==> src/rtl/adder_pkg.sv <==
// Shared types and helpers for the pipelined adder/subtractor.
// Operation encoding plus the signed-overflow rule used at the final stage.
package adder_pkg;

    typedef enum logic {
        OP_ADD = 1'b0,
        OP_SUB = 1'b1
    } adder_op_e;

    // Overflow when both effective operands share a sign and the result's sign differs.
    function automatic logic ovf(input logic a_msb, input logic b_msb, input logic s_msb);
        return (a_msb == b_msb) && (s_msb != a_msb);
    endfunction

endpackage

==> src/rtl/adder_slice.sv <==
// One SW-bit ripple slice: sum and carry-out of a + b + cin.
// Latency: combinational.
// Backpressure: none, pure function of its inputs.
module adder_slice #(
    parameter int SW = 16
) (
    input  logic [SW-1:0] a,
    input  logic [SW-1:0] b,
    input  logic          cin,
    output logic [SW-1:0] sum,
    output logic          cout
);

    assign {cout, sum} = {1'b0, a} + {1'b0, b} + {{SW{1'b0}}, cin};

endmodule

==> src/rtl/pipe_adder.sv <==
// Pipelined add/sub: one SW-bit slice per stage, carry registered between stages.
// Latency: STAGES cycles from accept to out_valid when not stalled.
// Backpressure: global stall, in_ready = !out_valid || out_ready (combinational).
module pipe_adder
    import adder_pkg::*;
#(
    parameter int WIDTH  = 32,
    parameter int STAGES = 2
) (
    input  logic             clk,
    input  logic             rst_n,
    input  logic             in_valid,
    output logic             in_ready,
    input  adder_op_e        in_op,
    input  logic [WIDTH-1:0] in_a,
    input  logic [WIDTH-1:0] in_b,
    output logic             out_valid,
    input  logic             out_ready,
    output logic [WIDTH-1:0] out_sum,
    output logic             out_carry,
    output logic             out_ovf,
    output logic             out_zero
);

    localparam int SW   = WIDTH / STAGES;
    localparam int LAST = STAGES - 1;
    localparam int MSB  = WIDTH - 1;

    if ((STAGES < 1) || (STAGES > WIDTH) || ((WIDTH % STAGES) != 0)) begin : g_bad_cfg
        $error("pipe_adder: STAGES must be in 1..WIDTH and divide WIDTH");
    end

    // Per-stage inputs: operands, partial sum so far, incoming carry, valid.
    logic [STAGES-1:0][WIDTH-1:0] a_src;
    logic [STAGES-1:0][WIDTH-1:0] b_src;
    logic [STAGES-1:0][WIDTH-1:0] s_src;
    logic [STAGES-1:0]            c_src;
    logic [STAGES-1:0]            v_src;
    logic [STAGES-1:0][SW-1:0]    sl_sum;
    logic [STAGES-1:0]            sl_cout;

    logic             adv;
    logic             is_sub;
    logic             vld_q, vld_d;
    logic [WIDTH-1:0] sum_q, sum_d;
    logic             cry_q, cry_d;
    logic             ovf_q, ovf_d;
    logic             zero_q, zero_d;

    assign adv      = !vld_q || out_ready;
    assign in_ready = adv;
    assign is_sub   = (in_op == OP_SUB);

    // SUB enters as A + ~B + 1, so later stages never need the opcode.
    assign a_src[0] = in_a;
    assign b_src[0] = is_sub ? ~in_b : in_b;
    assign s_src[0] = '0;
    assign c_src[0] = is_sub;
    assign v_src[0] = in_valid;

    for (genvar k = 0; k < STAGES; k++) begin : g_slice
        adder_slice #(
            .SW(SW)
        ) u_slice (
            .a    (SW'(a_src[k] >> (k * SW))),
            .b    (SW'(b_src[k] >> (k * SW))),
            .cin  (c_src[k]),
            .sum  (sl_sum[k]),
            .cout (sl_cout[k])
        );
    end

    if (STAGES > 1) begin : g_pipe
        logic [STAGES-2:0][WIDTH-1:0] a_q, a_d;
        logic [STAGES-2:0][WIDTH-1:0] b_q, b_d;
        logic [STAGES-2:0][WIDTH-1:0] s_q, s_d;
        logic [STAGES-2:0]            c_q, c_d;
        logic [STAGES-2:0]            v_q, v_d;

        always_comb begin
            a_d = '0;
            b_d = '0;
            s_d = '0;
            c_d = '0;
            v_d = '0;
            for (int k = 0; k < STAGES - 1; k++) begin
                a_d[k] = a_src[k];
                b_d[k] = b_src[k];
                s_d[k] = s_src[k] | (WIDTH'(sl_sum[k]) << (k * SW));
                c_d[k] = sl_cout[k];
                v_d[k] = v_src[k];
            end
        end

        always_ff @(posedge clk or negedge rst_n) begin
            if (!rst_n) begin
                a_q <= '0;
                b_q <= '0;
                s_q <= '0;
                c_q <= '0;
                v_q <= '0;
            end else if (adv) begin
                a_q <= a_d;
                b_q <= b_d;
                s_q <= s_d;
                c_q <= c_d;
                v_q <= v_d;
            end
        end

        for (genvar k = 1; k < STAGES; k++) begin : g_fwd
            assign a_src[k] = a_q[k-1];
            assign b_src[k] = b_q[k-1];
            assign s_src[k] = s_q[k-1];
            assign c_src[k] = c_q[k-1];
            assign v_src[k] = v_q[k-1];
        end
    end

    // Final stage completes the sum and registers the flags with it.
    always_comb begin
        sum_d  = s_src[LAST] | (WIDTH'(sl_sum[LAST]) << (LAST * SW));
        cry_d  = sl_cout[LAST];
        ovf_d  = ovf(a_src[LAST][MSB], b_src[LAST][MSB], sum_d[MSB]);
        zero_d = (sum_d == '0);
        vld_d  = v_src[LAST];
    end

    always_ff @(posedge clk or negedge rst_n) begin
        if (!rst_n) begin
            vld_q  <= 1'b0;
            sum_q  <= '0;
            cry_q  <= 1'b0;
            ovf_q  <= 1'b0;
            zero_q <= 1'b0;
        end else if (adv) begin
            vld_q  <= vld_d;
            sum_q  <= sum_d;
            cry_q  <= cry_d;
            ovf_q  <= ovf_d;
            zero_q <= zero_d;
        end
    end

    assign out_valid = vld_q;
    assign out_sum   = sum_q;
    assign out_carry = cry_q;
    assign out_ovf   = ovf_q;
    assign out_zero  = zero_q;

endmodule

==> config.mk <==
export PLATFORM = sky130hd
export DESIGN_NAME = pipe_adder
export DESIGN_NICKNAME = d
export VERILOG_FILES = /design/src/rtl/adder_pkg.sv /design/src/rtl/adder_slice.sv /design/src/rtl/pipe_adder.sv
export SDC_FILE = /design/constraint.sdc
export NUM_CORES = 1
export LEC_CHECK = 0
export CORE_MARGIN = 2
export CORE_UTILIZATION = 35
export CTS_CLUSTER_SIZE = 40
export DETAILED_ROUTE_END_ITERATION = 8
export PLACE_DENSITY = 0.6
export RECOVER_POWER = 50
export SKIP_LAST_GASP = 1
export SLEW_MARGIN = 20
export SYNTH_ARGS = -nofsm -noshare
export SYNTH_HDL_FRONTEND = slang
export SYNTH_HIERARCHICAL = 1
export SYNTH_SLANG_ARGS = --single-unit
==> constraint.sdc <==
create_clock -name clk -period 6.71 [get_ports clk]
set_input_delay 1.342 -clock clk [delete_from_list [all_inputs] [get_ports clk]]
set_output_delay 1.342 -clock clk [all_outputs]
set_load 0.02 [all_outputs]
==> metrics <==
status=completed; fmax=0.224 GHz; cts repair resizes=0; Worst EP required=roughly 5.4 ns; Yosys warning count=6; CP Launch Type=input port; Area Growth Syn to Fin=26.7%; routed wire length=roughly 12 mm; Reg2Reg Depth=11; final period utilization=0.665; share of layout cells above drive strength 1=0.0593; CP max FO=69; switching share of power=0.372; Syn Nets=678; first-pass GRT wire length=between 15 and 20 mm; Critical Path End Type=primary output; Hold Fails Final Rpt=0; cts bufs inserted=9; most frequent cells in the layout=nand2_1 (226), dfrtp_1 (86), clkdlybuf4s50_1 (86); FF/Latch Area=roughly 2200 µm²; boundary pin count=roughly 110; Met3 Wirelength=609 µm; WHS Endpoint=out_sum[16]; reg-to-reg startpoint=g_pipe.a_q[16]; sequential fraction of design power=0.361; min-delay src=out_sum[16]; Via-to-Cell Ratio=approximately 4.8; CP startpoint=out_ready; vias in the first global route=a little over 4000; Mean Syn Cell Area=~8.9 µm²; Synth top area share=0.419; CP max-delay cell=clkdlybuf4s50_1; Yosys reg bits=86; Core ar.=between 10000 and 15000 µm²; sequential fraction of the synthesis area=0.419; port buffer count=about 110; Slew headroom=0.328; cell mode on critical path=clkdlybuf4s50_1; ANT cells=0; Max-cap violations=0; First DRT Iteration DRCs=around 290; clk sinks=86; CTS tree=built; routed len/inst=approximately 14 µm; Power per Cell Area=around 330 nW/µm²; CTS max path bufs=2; CTS HTree Levels=3; gr ovfl total=0; multi-input gate area in the final layout=around 2700 µm²; Setup Skew=~0.0057 ns; Least-Margin Pin Slew=slightly above 1 ns; Gate power share=0.421; Sw Pwr=~800 µW; Cell Count, Final, Fillers Out=858; dpl cells=roughly 840; setup violators final=0; Rows=44; Pre-antenna DRT Iters=4; Post-synth EDFFs=0; Clk Latency, worst-skew pair=approximately 0.33 ns; Worst VDD drop=roughly 0.00013 V; Cell Area, Placed=about 6200 µm²; leakage=3.06 nW; ys async rst share=1.00; DR vias=between 4000 and 5000; WL met1=5.56 mm; power share of the clock group=0.218; final-report max-slew violation count=0; Mapped Area=slightly above 5000 µm²; initial core utilization=0.356; Sum Neg Setup Slack=0 ns; top cells by area, synth=dfrtp_1 (42%), nand2_1 (17%), ha_1 (7.3%); CP Cell Sequence=clkdlybuf4s50_1 -> nor2b_4 -> inv_4 -> clkdlybuf4s50_1; initial antenna violation count=0; unrepaired setup endpoints after global routing=false; R2R setup slack=roughly 3.4 ns; unique cell type count in the Yosys netlist=47; Worst Path Class, Setup=input port to primary output; GRT Total Usage=0.153; reg2reg end=out_zero; Placer Congestion=just over 0.8; Main synth FF type=dfrtp_1; total setup buffers inserted after CTS=0; Reg clk slew, reported paths=about 0.060 ns; Nets=~770; DP HPWL=about 8.7 mm; root buffer cell=clkbuf_16; highest metal used=met4; Hold-fix buffers, CTS=0; leading area contributor after synthesis=dfrtp_1; DRC=0; Final min period=between 4 and 5 ns; Pint=between 1 and 1.5 mW; Antenna Nets Post-Route=0; DIE AREA=roughly 16000 µm²; post-route cell area=between 6000 and 7000 µm²; fill cell count=between 1000 and 1500; Synth Instances=between 500 and 600; Crit path largest cell delay=between 0.7 and 0.8 ns; largest net degree at the start of global routing=between 100 and 150; Die Span X=roughly 130 µm; length of routed met2 wiring=between 5 and 6 mm; WHS Path Cells=2; most common cell after layout, fill and taps aside=nand2_1; die height=125 µm; worst path arrival time=between 3 and 4 ns; Hold Path Class=register to register
-- cell families (layout without fill, tap and decap cells) --
kind of cell / after synthesis / in the layout / share of synthesized area
xor+xnor: 60 / 60 / 0.102
simple gates: 264 / 264 / 0.208
compound gates: 97 / 97 / 0.136
flops: 86 / 86 / 0.419
fa+ha+maj: 34 / 34 / 0.0888
buf+inv: 34 / 133 / 0.0458
-- per-stage QoR --
step                      total power [mW]  worst slack [ns]  hold WS (ns)   util
after floorplan                       1.34              2.78         0.430      -
after global placement                1.67              2.18         0.443  0.431
after detailed placement              1.69              2.09         0.452  0.431
after CTS                             2.16              2.23         0.469  0.451
after global routing                  2.28              2.17         0.492  0.451
final                                 2.12              2.25         0.462  0.451
-- area by class of cell --
class	instances	share of cell area
clock buffer	13	0.0400
clock inverter	3	0.00289
inverter	11	0.00673
multi-input combinational	455	0.422
sequential	86	0.331
tap	184	0.0354
timing repair buffer	106	0.162
-- power by group through the flow --
stage | combinational (mW) | clock [mW] | sequential (mW)
6_report | 0.892 | 0.462 | 0.766
5_1_grt | 0.987 | 0.502 | 0.787
4_1_cts | 0.915 | 0.477 | 0.771
3_5_place_dp | 0.911 | 0 | 0.780
3_3_place_gp | 0.900 | 0 | 0.773
2_1_floorplan | 0.484 | 0 | 0.859
-- sequential cells by signal, summed over array words and instances (netlist names) --
name	count
g_pipe.s_q	16
out_valid	1
out_sum	32
out_zero	1
g_pipe.b_q	16
g_pipe.v_q	1
g_pipe.a_q	16
out_carry	1
g_pipe.c_q	1
out_ovf	1
-- synth_stat cells (2+ instances only) --
| master | n |
|---|---|
| o31ai_2 | 3 |
| buf_4 | 3 |
| o21ai_2 | 3 |
| buf_6 | 11 |
| fa_1 | 4 |
| a21oi_2 | 7 |
| a21oi_1 | 17 |
| nor2_1 | 9 |
| nand4_1 | 2 |
| o21ai_1 | 22 |
| nor4_1 | 8 |
| a2111oi_2 | 2 |
| and3_1 | 2 |
| nand2_1 | 226 |
| o21ai_0 | 8 |
| dfrtp_1 | 86 |
| a31oi_1 | 2 |
| o21bai_1 | 5 |
| o211ai_1 | 2 |
| nand3_1 | 6 |
| buf_2 | 8 |
| nand2b_1 | 5 |
| a21o_1 | 9 |
| o21a_1 | 4 |
| a221o_1 | 2 |
| o31ai_1 | 2 |
| xor2_1 | 26 |
| inv_1 | 10 |
| xnor2_1 | 34 |
| ha_1 | 30 |
-- how the worst max path moves through the flow --
stage | to | slack [ns] | cells after the start
finish | in_ready | 2.25 | 4
global route | in_ready | 2.17 | 4
CTS | in_ready | 2.23 | 4
detailed placement | g_pipe.c_q | 2.09 | 12
global placement | g_pipe.c_q | 2.18 | 12
floorplan | g_pipe.c_q | 2.78 | 13
-- routing by layer --
layer,vias up,global-route usage
met5,-,0
met4,0,0.0556
met3,11,0.0295
met2,101,0.235
met1,1918,0.215
li1,2086,-
-- worst max-delay path, delay by kind of cell --
kind          cells  cell delay (ns)
buf+inv           3             1.70
simple gates      1             0.06
Power figures use the tool's default switching activity.
